`src/rtl/voice_allocator_if.sv`:
```
// Note-event handshake between a note source and the voice allocator.
// The source (master) presents one event under note_valid. The allocator
// (slave) takes the event in a cycle where note_ready is also high.
interface voice_allocator_if #(
   parameter int C = 14,
   parameter int K = 7
);
   logic         note_valid;
   logic         note_ready;
   logic         note_on;
   logic [K-1:0] note_key;
   logic [C-1:0] note_pitch;
   logic [1:0]   note_waveform;

   modport master (
      output note_valid, note_on, note_key, note_pitch, note_waveform,
      input  note_ready
   );

   modport slave (
      input  note_valid, note_on, note_key, note_pitch, note_waveform,
      output note_ready
   );
endinterface

```
`src/rtl/voice_allocator.sv`:
```
// Voice allocator placed in front of channel_mixer.
// Events are handled one at a time. An accepted event is scanned across
// all channels, one channel per cycle, to find three candidates: a matching
// key, a free channel and the oldest channel. The event is then applied in
// a single cycle. The all_off input clears every channel and drops any
// event that is in flight.
module voice_allocator #(
   parameter int NUM = 4,
   parameter int C   = 14,
   parameter int K   = 7,
   parameter int AW  = 4
) (
   input  logic                clk,
   input  logic                rst,
   voice_allocator_if.slave    note,
   input  logic                all_off,
   output logic [NUM*C-1:0]    pitches,
   output logic [NUM*2-1:0]    waveforms,
   output logic [NUM-1:0]      channel_ena,
   output logic                voice_stolen
);
   localparam int IW = (NUM > 1) ? $clog2(NUM) : 1;
   localparam logic [AW-1:0] AGE_MAX = {AW{1'b1}};

   typedef enum logic [1:0] {S_IDLE, S_SCAN, S_APPLY} state_t;

   state_t         state_q, state_d;
   logic [IW-1:0]  idx_q, idx_d;

   // latched event
   logic           lat_on_q, lat_on_d;
   logic [K-1:0]   lat_key_q, lat_key_d;
   logic [C-1:0]   lat_pitch_q, lat_pitch_d;
   logic [1:0]     lat_wave_q, lat_wave_d;

   // scan candidates
   logic           match_vld_q, match_vld_d;
   logic [IW-1:0]  match_idx_q, match_idx_d;
   logic           free_vld_q, free_vld_d;
   logic [IW-1:0]  free_idx_q, free_idx_d;
   logic           old_vld_q, old_vld_d;
   logic [IW-1:0]  old_idx_q, old_idx_d;
   logic [AW-1:0]  old_age_q, old_age_d;

   // per-channel state
   logic [K-1:0]   key_q   [NUM];
   logic [K-1:0]   key_d   [NUM];
   logic [AW-1:0]  age_q   [NUM];
   logic [AW-1:0]  age_d   [NUM];
   logic [C-1:0]   pitch_q [NUM];
   logic [C-1:0]   pitch_d [NUM];
   logic [1:0]     wave_q  [NUM];
   logic [1:0]     wave_d  [NUM];
   logic [NUM-1:0] ena_q, ena_d;
   logic           stolen_q, stolen_d;

   logic [IW-1:0]  sel;

   // Ready is a function of state and reset only. It is never a function of note_valid.
   assign note.note_ready = (state_q == S_IDLE) && !rst;

   // Next-state logic: accept, then scan, then apply. all_off overrides everything else.
   always_comb begin
      state_d     = state_q;
      idx_d       = idx_q;
      lat_on_d    = lat_on_q;
      lat_key_d   = lat_key_q;
      lat_pitch_d = lat_pitch_q;
      lat_wave_d  = lat_wave_q;
      match_vld_d = match_vld_q;
      match_idx_d = match_idx_q;
      free_vld_d  = free_vld_q;
      free_idx_d  = free_idx_q;
      old_vld_d   = old_vld_q;
      old_idx_d   = old_idx_q;
      old_age_d   = old_age_q;
      ena_d       = ena_q;
      stolen_d    = 1'b0;
      sel         = '0;
      for (int i = 0; i < NUM; i++) begin
         key_d[i]   = key_q[i];
         age_d[i]   = age_q[i];
         pitch_d[i] = pitch_q[i];
         wave_d[i]  = wave_q[i];
      end

      case (state_q)
         S_IDLE: begin
            if (note.note_valid) begin
               lat_on_d    = note.note_on;
               lat_key_d   = note.note_key;
               lat_pitch_d = note.note_pitch;
               lat_wave_d  = note.note_waveform;
               idx_d       = '0;
               match_vld_d = 1'b0;
               free_vld_d  = 1'b0;
               old_vld_d   = 1'b0;
               state_d     = S_SCAN;
            end
         end
         S_SCAN: begin
            // Only disabled channels can be free. Disabled channels never match.
            if (ena_q[idx_q] && key_q[idx_q] == lat_key_q && !match_vld_q) begin
               match_vld_d = 1'b1;
               match_idx_d = idx_q;
            end
            if (!ena_q[idx_q] && !free_vld_q) begin
               free_vld_d = 1'b1;
               free_idx_d = idx_q;
            end
            // A strict compare keeps the lowest index when ages are equal.
            if (ena_q[idx_q] && (!old_vld_q || age_q[idx_q] > old_age_q)) begin
               old_vld_d = 1'b1;
               old_idx_d = idx_q;
               old_age_d = age_q[idx_q];
            end
            if (idx_q == IW'(NUM - 1)) begin
               state_d = S_APPLY;
            end else begin
               idx_d = idx_q + IW'(1);
            end
         end
         S_APPLY: begin
            if (lat_on_q) begin
               sel = match_vld_q ? match_idx_q : (free_vld_q ? free_idx_q : old_idx_q);
               for (int i = 0; i < NUM; i++) begin
                  if (i == int'(sel)) begin
                     key_d[i]   = lat_key_q;
                     pitch_d[i] = lat_pitch_q;
                     wave_d[i]  = lat_wave_q;
                     age_d[i]   = '0;
                     ena_d[i]   = 1'b1;
                  end else if (ena_q[i] && age_q[i] != AGE_MAX) begin
                     age_d[i] = age_q[i] + AW'(1);
                  end
               end
               stolen_d = !match_vld_q && !free_vld_q;
            end else if (match_vld_q) begin
               ena_d[match_idx_q] = 1'b0;
            end
            state_d = S_IDLE;
         end
         default: state_d = S_IDLE;
      endcase

      if (all_off) begin
         ena_d    = '0;
         stolen_d = 1'b0;
         state_d  = S_IDLE;
         for (int i = 0; i < NUM; i++) begin
            age_d[i] = '0;
         end
      end
   end

   // State and channel registers with synchronous reset.
   always_ff @(posedge clk) begin
      if (rst) begin
         state_q     <= S_IDLE;
         idx_q       <= '0;
         lat_on_q    <= 1'b0;
         lat_key_q   <= '0;
         lat_pitch_q <= '0;
         lat_wave_q  <= '0;
         match_vld_q <= 1'b0;
         match_idx_q <= '0;
         free_vld_q  <= 1'b0;
         free_idx_q  <= '0;
         old_vld_q   <= 1'b0;
         old_idx_q   <= '0;
         old_age_q   <= '0;
         ena_q       <= '0;
         stolen_q    <= 1'b0;
         for (int i = 0; i < NUM; i++) begin
            key_q[i]   <= '0;
            age_q[i]   <= '0;
            pitch_q[i] <= '0;
            wave_q[i]  <= '0;
         end
      end else begin
         state_q     <= state_d;
         idx_q       <= idx_d;
         lat_on_q    <= lat_on_d;
         lat_key_q   <= lat_key_d;
         lat_pitch_q <= lat_pitch_d;
         lat_wave_q  <= lat_wave_d;
         match_vld_q <= match_vld_d;
         match_idx_q <= match_idx_d;
         free_vld_q  <= free_vld_d;
         free_idx_q  <= free_idx_d;
         old_vld_q   <= old_vld_d;
         old_idx_q   <= old_idx_d;
         old_age_q   <= old_age_d;
         ena_q       <= ena_d;
         stolen_q    <= stolen_d;
         for (int i = 0; i < NUM; i++) begin
            key_q[i]   <= key_d[i];
            age_q[i]   <= age_d[i];
            pitch_q[i] <= pitch_d[i];
            wave_q[i]  <= wave_d[i];
         end
      end
   end

   assign channel_ena  = ena_q;
   assign voice_stolen = stolen_q;

   for (genvar gi = 0; gi < NUM; gi++) begin : g_out
      assign pitches[C*gi +: C]   = pitch_q[gi];
      assign waveforms[2*gi +: 2] = wave_q[gi];
   end
endmodule
```
`src/flat_wrapper.sv`:
```
// flat-port wrapper written by rule: the top's interface ports become plain ports
module voice_allocator_flat 
#(
   parameter int NUM = 4,
   parameter int C   = 14,
   parameter int K   = 7,
   parameter int AW  = 4
)
  (clk, rst, all_off, pitches, waveforms, channel_ena, voice_stolen, note_note_valid, note_note_on, note_note_key, note_note_pitch, note_note_waveform, note_note_ready);
  voice_allocator_if #(.C(C), .K(K)) note_i ();
  input  logic clk;
  input  logic rst;
  input  logic all_off;
  output logic [NUM*C-1:0] pitches;
  output logic [NUM*2-1:0] waveforms;
  output logic [NUM-1:0] channel_ena;
  output logic voice_stolen;
  input wire logic [$bits(note_i.note_valid)-1:0] note_note_valid;
  input wire logic [$bits(note_i.note_on)-1:0] note_note_on;
  input wire logic [$bits(note_i.note_key)-1:0] note_note_key;
  input wire logic [$bits(note_i.note_pitch)-1:0] note_note_pitch;
  input wire logic [$bits(note_i.note_waveform)-1:0] note_note_waveform;
  output wire logic [$bits(note_i.note_ready)-1:0] note_note_ready;
  assign note_i.note_valid = note_note_valid;
  assign note_i.note_on = note_note_on;
  assign note_i.note_key = note_note_key;
  assign note_i.note_pitch = note_note_pitch;
  assign note_i.note_waveform = note_note_waveform;
  assign note_note_ready = note_i.note_ready;
  voice_allocator #(.NUM(NUM), .C(C), .K(K), .AW(AW)) u_core (.clk(clk), .rst(rst), .note(note_i), .all_off(all_off), .pitches(pitches), .waveforms(waveforms), .channel_ena(channel_ena), .voice_stolen(voice_stolen));
endmodule
```
`config.mk`:
```
export PLATFORM = sky130hd
export DESIGN_NAME = voice_allocator_flat
export DESIGN_NICKNAME = d
export VERILOG_FILES = /design/src/rtl/voice_allocator_if.sv /design/src/rtl/voice_allocator.sv /design/src/flat_wrapper.sv
export SDC_FILE = /design/constraint.sdc
export NUM_CORES = 1
export LEC_CHECK = 0
export CAP_MARGIN = 0
export CORE_MARGIN = 2
export CORE_UTILIZATION = 50
export CTS_BUF_LIST = sky130_fd_sc_hd__clkbuf_8
export DETAILED_ROUTE_END_ITERATION = 10
export DONT_BUFFER_PORTS = 1
export PLACE_DENSITY = 0.68
export SLEW_MARGIN = 15
export SYNTH_ARGS = -nofsm -noshare
export SYNTH_HDL_FRONTEND = slang
export SYNTH_SLANG_ARGS = --single-unit
```
`constraint.sdc`:
```
create_clock -name clk -period 2.61 [get_ports clk]
set_clock_uncertainty 0.2 [all_clocks]
set_input_delay 0.261 -clock clk [delete_from_list [all_inputs] [get_ports clk]]
set_output_delay 0.261 -clock clk [all_outputs]
set_load 0.005 [all_outputs]
```
==> flow_summary.rst <==
.. list-table::
   :header-rows: 1

   * - Metric
     - Value
   * - Outcome
     - completed
   * - Unique cell type count in the Yosys netlist
     - 45
   * - Syn_nets
     - 602
   * - IR drop worst, VDD
     - ~0.00039 V
   * - Total gr overflow
     - 0
   * - Number of synthesized flops with an enable pin
     - 28
   * - Worst r2r path cells
     - 8
   * - Nets@finish
     - 648
   * - Path category of the worst min-delay check
     - in2reg
   * - Setup violations, final
     - 0
   * - Sinks on the clock net
     - 156
   * - Final clock period utilization by the worst path
     - between 90 and 100%
   * - Port Buf Inserts
     - 0
   * - Async SR Flop Fraction
     - 0%
   * - Initial Util
     - 51.0%
   * - Leak Pwr
     - 2.70 nW
   * - Worst-margin pin slew
     - 0.443 ns
   * - Highest cell delay on the worst timing path
     - 0.55 ns
   * - Top flip-flop cell by instance count after synthesis
     - dfxtp_1
   * - Library cell occupying the most area in the post-synthesis netlist
     - dfxtp_1
   * - Length of the first detailed-routing pass in iterations
     - 4
   * - Worst R2R End
     - u_core.old_age_q[0]$_SDFFE_PP0P_
   * - First-iteration detailed-routing DRC count
     - 269
   * - Min Clock Period, post-route
     - roughly 2.6 ns
   * - Cells along the critical path
     - mux4_2 > ha_4 > nor2b_4 > o21a_1 > o21a_1 > o311a_4 > mux2i_2 > nor2_1
   * - Placeable core region
     - 0.0120 mm^2
   * - Worst slew margin relative to its limit
     - 70.2%
   * - I/O pin total
     - 98
   * - # DRC
     - 0
   * - Pre-CTS setup slack
     - -0.105 ns
   * - Top cells by count, synth
     - dfxtp_1, nand2_1, a22o_1
   * - Synthesized cell area
     - 0.00613 mm^2
   * - Yosys Warn Count
     - 0
   * - Post-route design area
     - 0.00720 mm^2
   * - Detail Placement HPWL
     - 9720 um
   * - GP Congestion
     - 0.817
   * - Top cell type's share of synthesized area
     - 41.8%
   * - Critical path arrival
     - 2.72 ns
   * - Width of the die
     - 115 um
   * - Root cell of the clock tree
     - clkbuf_8
   * - Worst-path clk slew
     - 0.10 ns
   * - Post-detailed-route wirelength per cell
     - 19.8 um
   * - Maximum net fanout on the critical path
     - 7
   * - Most used standard cell by instance count after synthesis
     - dfxtp_1
   * - Number of filler cells placed in the layout
     - 974
   * - Mapped Avg Cell Area
     - 10.8 um^2
   * - Htree depth
     - 4
   * - Number of cells produced by synthesis
     - about 570
   * - Placed Area
     - 0.00638 mm^2
   * - Area enclosed by the die boundary
     - around 0.013 mm^2
   * - First-pass GRT wire length
     - 25000 um
   * - Number of nets with antenna violations after detailed routing
     - 0
   * - Slowest-stage cell, CP
     - mux4_2
   * - Required @ worst endpoint
     - 2.74 ns
   * - Number of global-route vias before repair
     - 4739
   * - Part of the Yosys area used for sequential elements
     - between 50 and 60%
   * - Hold_sp
     - rst
   * - Leading cell types by total area after synthesis
     - dfxtp_1, edfxtp_1, a22o_1
   * - Maximum buffer depth of the clock tree
     - 2
   * - Total power draw
     - approximately 4.6 mW
   * - Last element of the critical path
     - u_core.old_age_q[0]$_SDFFE_PP0P_
   * - Detailed-route vias per instance
     - 5.90
   * - Critical path's most frequent cell
     - o21a_1
   * - Number of placement rows
     - 40
   * - Category of the worst setup path launch point
     - flip-flop
   * - CTS tree
     - done
   * - Flip-flop and latch count after synthesis
     - 156
   * - Maximum achievable frequency
     - slightly below 0.4 GHz
   * - Combined global-route utilization of all metal layers
     - 24.6%
   * - Critical path start-end classification
     - reg2reg
   * - Setup crit end kind
     - flip-flop
   * - Later-pin clock latency in the skew report
     - 0.44 ns
   * - Number of antenna repair diodes
     - 0
   * - Pin count of the biggest net entering global routing
     - 47
   * - Unrepaired setup endpoints after global routing
     - true
   * - Setup ws final
     - roughly 0.018 ns
   * - Die height
     - 115 um
   * - Max-cap check violation count
     - 0
   * - Antenna violations before repair
     - 0
   * - Via count
     - 4547
   * - Number of endpoints with negative hold slack in the final report
     - 0
   * - Layout overhead on the synthesized area
     - 17.5%
   * - Max-slew violation total from the final report
     - 0
   * - Power density over cell area
     - between 600 and 700 mW/mm^2
   * - Wire length after detailed routing
     - 15200 um
   * - CTS buffer count
     - 17
   * - R2r setup slk
     - 0.02 ns
   * - Layout cell share with drive strength beyond 1
     - 13.0%
critical path, delay by kind of cell, from the launching register on:
kind / cells / cell delay, ns
AOI/OAI and AO/OA: 3 / 0.70
adders and majority gates: 1 / 0.24
DFF: 1 / 0.40
muxes: 2 / 0.75
and+or+nand+nor: 2 / 0.19
area by class of cell:
cell class / instances / area (um^2) / share of cell area, %
clock buffers: 17 / 234 / 3.25
clock inverters: 15 / 189 / 2.62
inverters: 11 / 41.3 / 0.573
multi-input cells: 364 / 2590 / 35.9
flip-flops and latches: 156 / 3410 / 47.3
well taps: 147 / 184 / 2.55
repair buffers: 61 / 558 / 7.75
power breakdown:
| part | leakage, nW | internal (mW) | switching, mW |
|---|---|---|---|
| logic | 1.16 | 0.0904 | 0.119 |
| clock network | 0.211 | 0.825 | 1.03 |
| registers | 1.32 | 2.48 | 0.0414 |
what timing repair did:
item                                    in CTS  in global routing
pin swaps                                    0                  3
setup buffers                                0                  1
cloned                                       0                  0
resized for setup                            4                  3
endpoints found under the hold margin       61                  0
endpoints found under the setup margin       6                  6
hold buffers                                36                  0
sequential cells by signal, indices dropped and copies added (netlist names), named ones only:
signal / flops
u_core.state_q: 2
u_core.idx_q: 2
u_core.voice_stolen: 1
u_core.free_vld_q: 1
u_core.lat_on_q: 1
u_core.wave_q: 8
u_core.key_q: 28
u_core.channel_ena: 4
u_core.old_vld_q: 1
u_core.free_idx_q: 2
u_core.age_q: 16
u_core.match_idx_q: 2
u_core.old_idx_q: 2
u_core.lat_key_q: 7
u_core.lat_wave_q: 2
u_core.match_vld_q: 1
u_core.pitch_q: 56
u_core.old_age_q: 4
u_core.lat_pitch_q: 14
logic make-up after synthesis:
group	after synthesis	synth area share, %
buffers and inverters	45	3.08
XOR/XNOR	13	1.86
AND/OR/NAND/NOR	181	14.1
flip-flops	156	55.5
multiplexers	30	7.80
adder cells (fa/ha/maj)	9	1.84
AO/OA/AOI/OAI	131	15.8
stage by stage:
step | setup TNS (ns) | utilization [%] | std cells | hold WS (ns)
2_1_floorplan | 0 | - | 565 | 0.197
3_3_place_gp | 0 | 53.1 | 702 | 0.135
3_5_place_dp | -0.215 | 53.1 | 702 | 0.139
4_1_cts | 0 | 59.9 | 770 | 0.0106
5_1_grt | -0.146 | 60.0 | 771 | 0.00870
6_report | 0 | 60.0 | 771 | 0.0319
layout by cell type (no fill, tap or decap), drive strengths merged, types with 2 or more instances in the layout:
master	n
nor4	3
o21a	6
mux2i	17
nor3	12
ha	9
o21ai	10
dlygate4sd3	35
mux4	11
edfxtp	28
a21oi	32
inv	20
xor2	7
nand2	67
and3	4
and2	30
mux2	2
nand2b	6
nand3	14
nor2	35
buf	26
a22oi	7
or3	2
dfxtp	128
nor2b	3
clkinv	4
a22o	65
nand4	2
a211oi	5
clkbuf	17
xnor2	6
how the worst min path moves through the flow:
stage | slack [ns] | end | cells after the start
after floorplan | 0.20 | u_core.lat_pitch_q[0]$_SDFFE_PP0P_ | 2
after global placement | 0.13 | u_core.lat_pitch_q[1]$_SDFFE_PP0P_ | 1
after detailed placement | 0.14 | u_core.lat_on_q$_SDFFE_PP0P_ | 1
after CTS | 0.01 | u_core.pitch_q[1][9]$_SDFFE_PP0P_ | 3
after global routing | 0.009 | u_core.pitch_q[1][7]$_SDFFE_PP0P_ | 3
final | 0.03 | u_core.pitch_q[1][9]$_SDFFE_PP0P_ | 3
metal layers:
| metal | vias up | track usage, % | share of wire, % |
|---|---|---|---|
| met4 | 0 | 8.92 | 2.0 |
| met2 | 156 | 39.5 | 49 |
| met1 | 2229 | 31.8 | 42 |
| met3 | 27 | 7.31 | 7.3 |
| li1 | 2135 | - | - |
| met5 | - | 0 | 0 |
No activity file was read; power rests on OpenSTA's default activity.
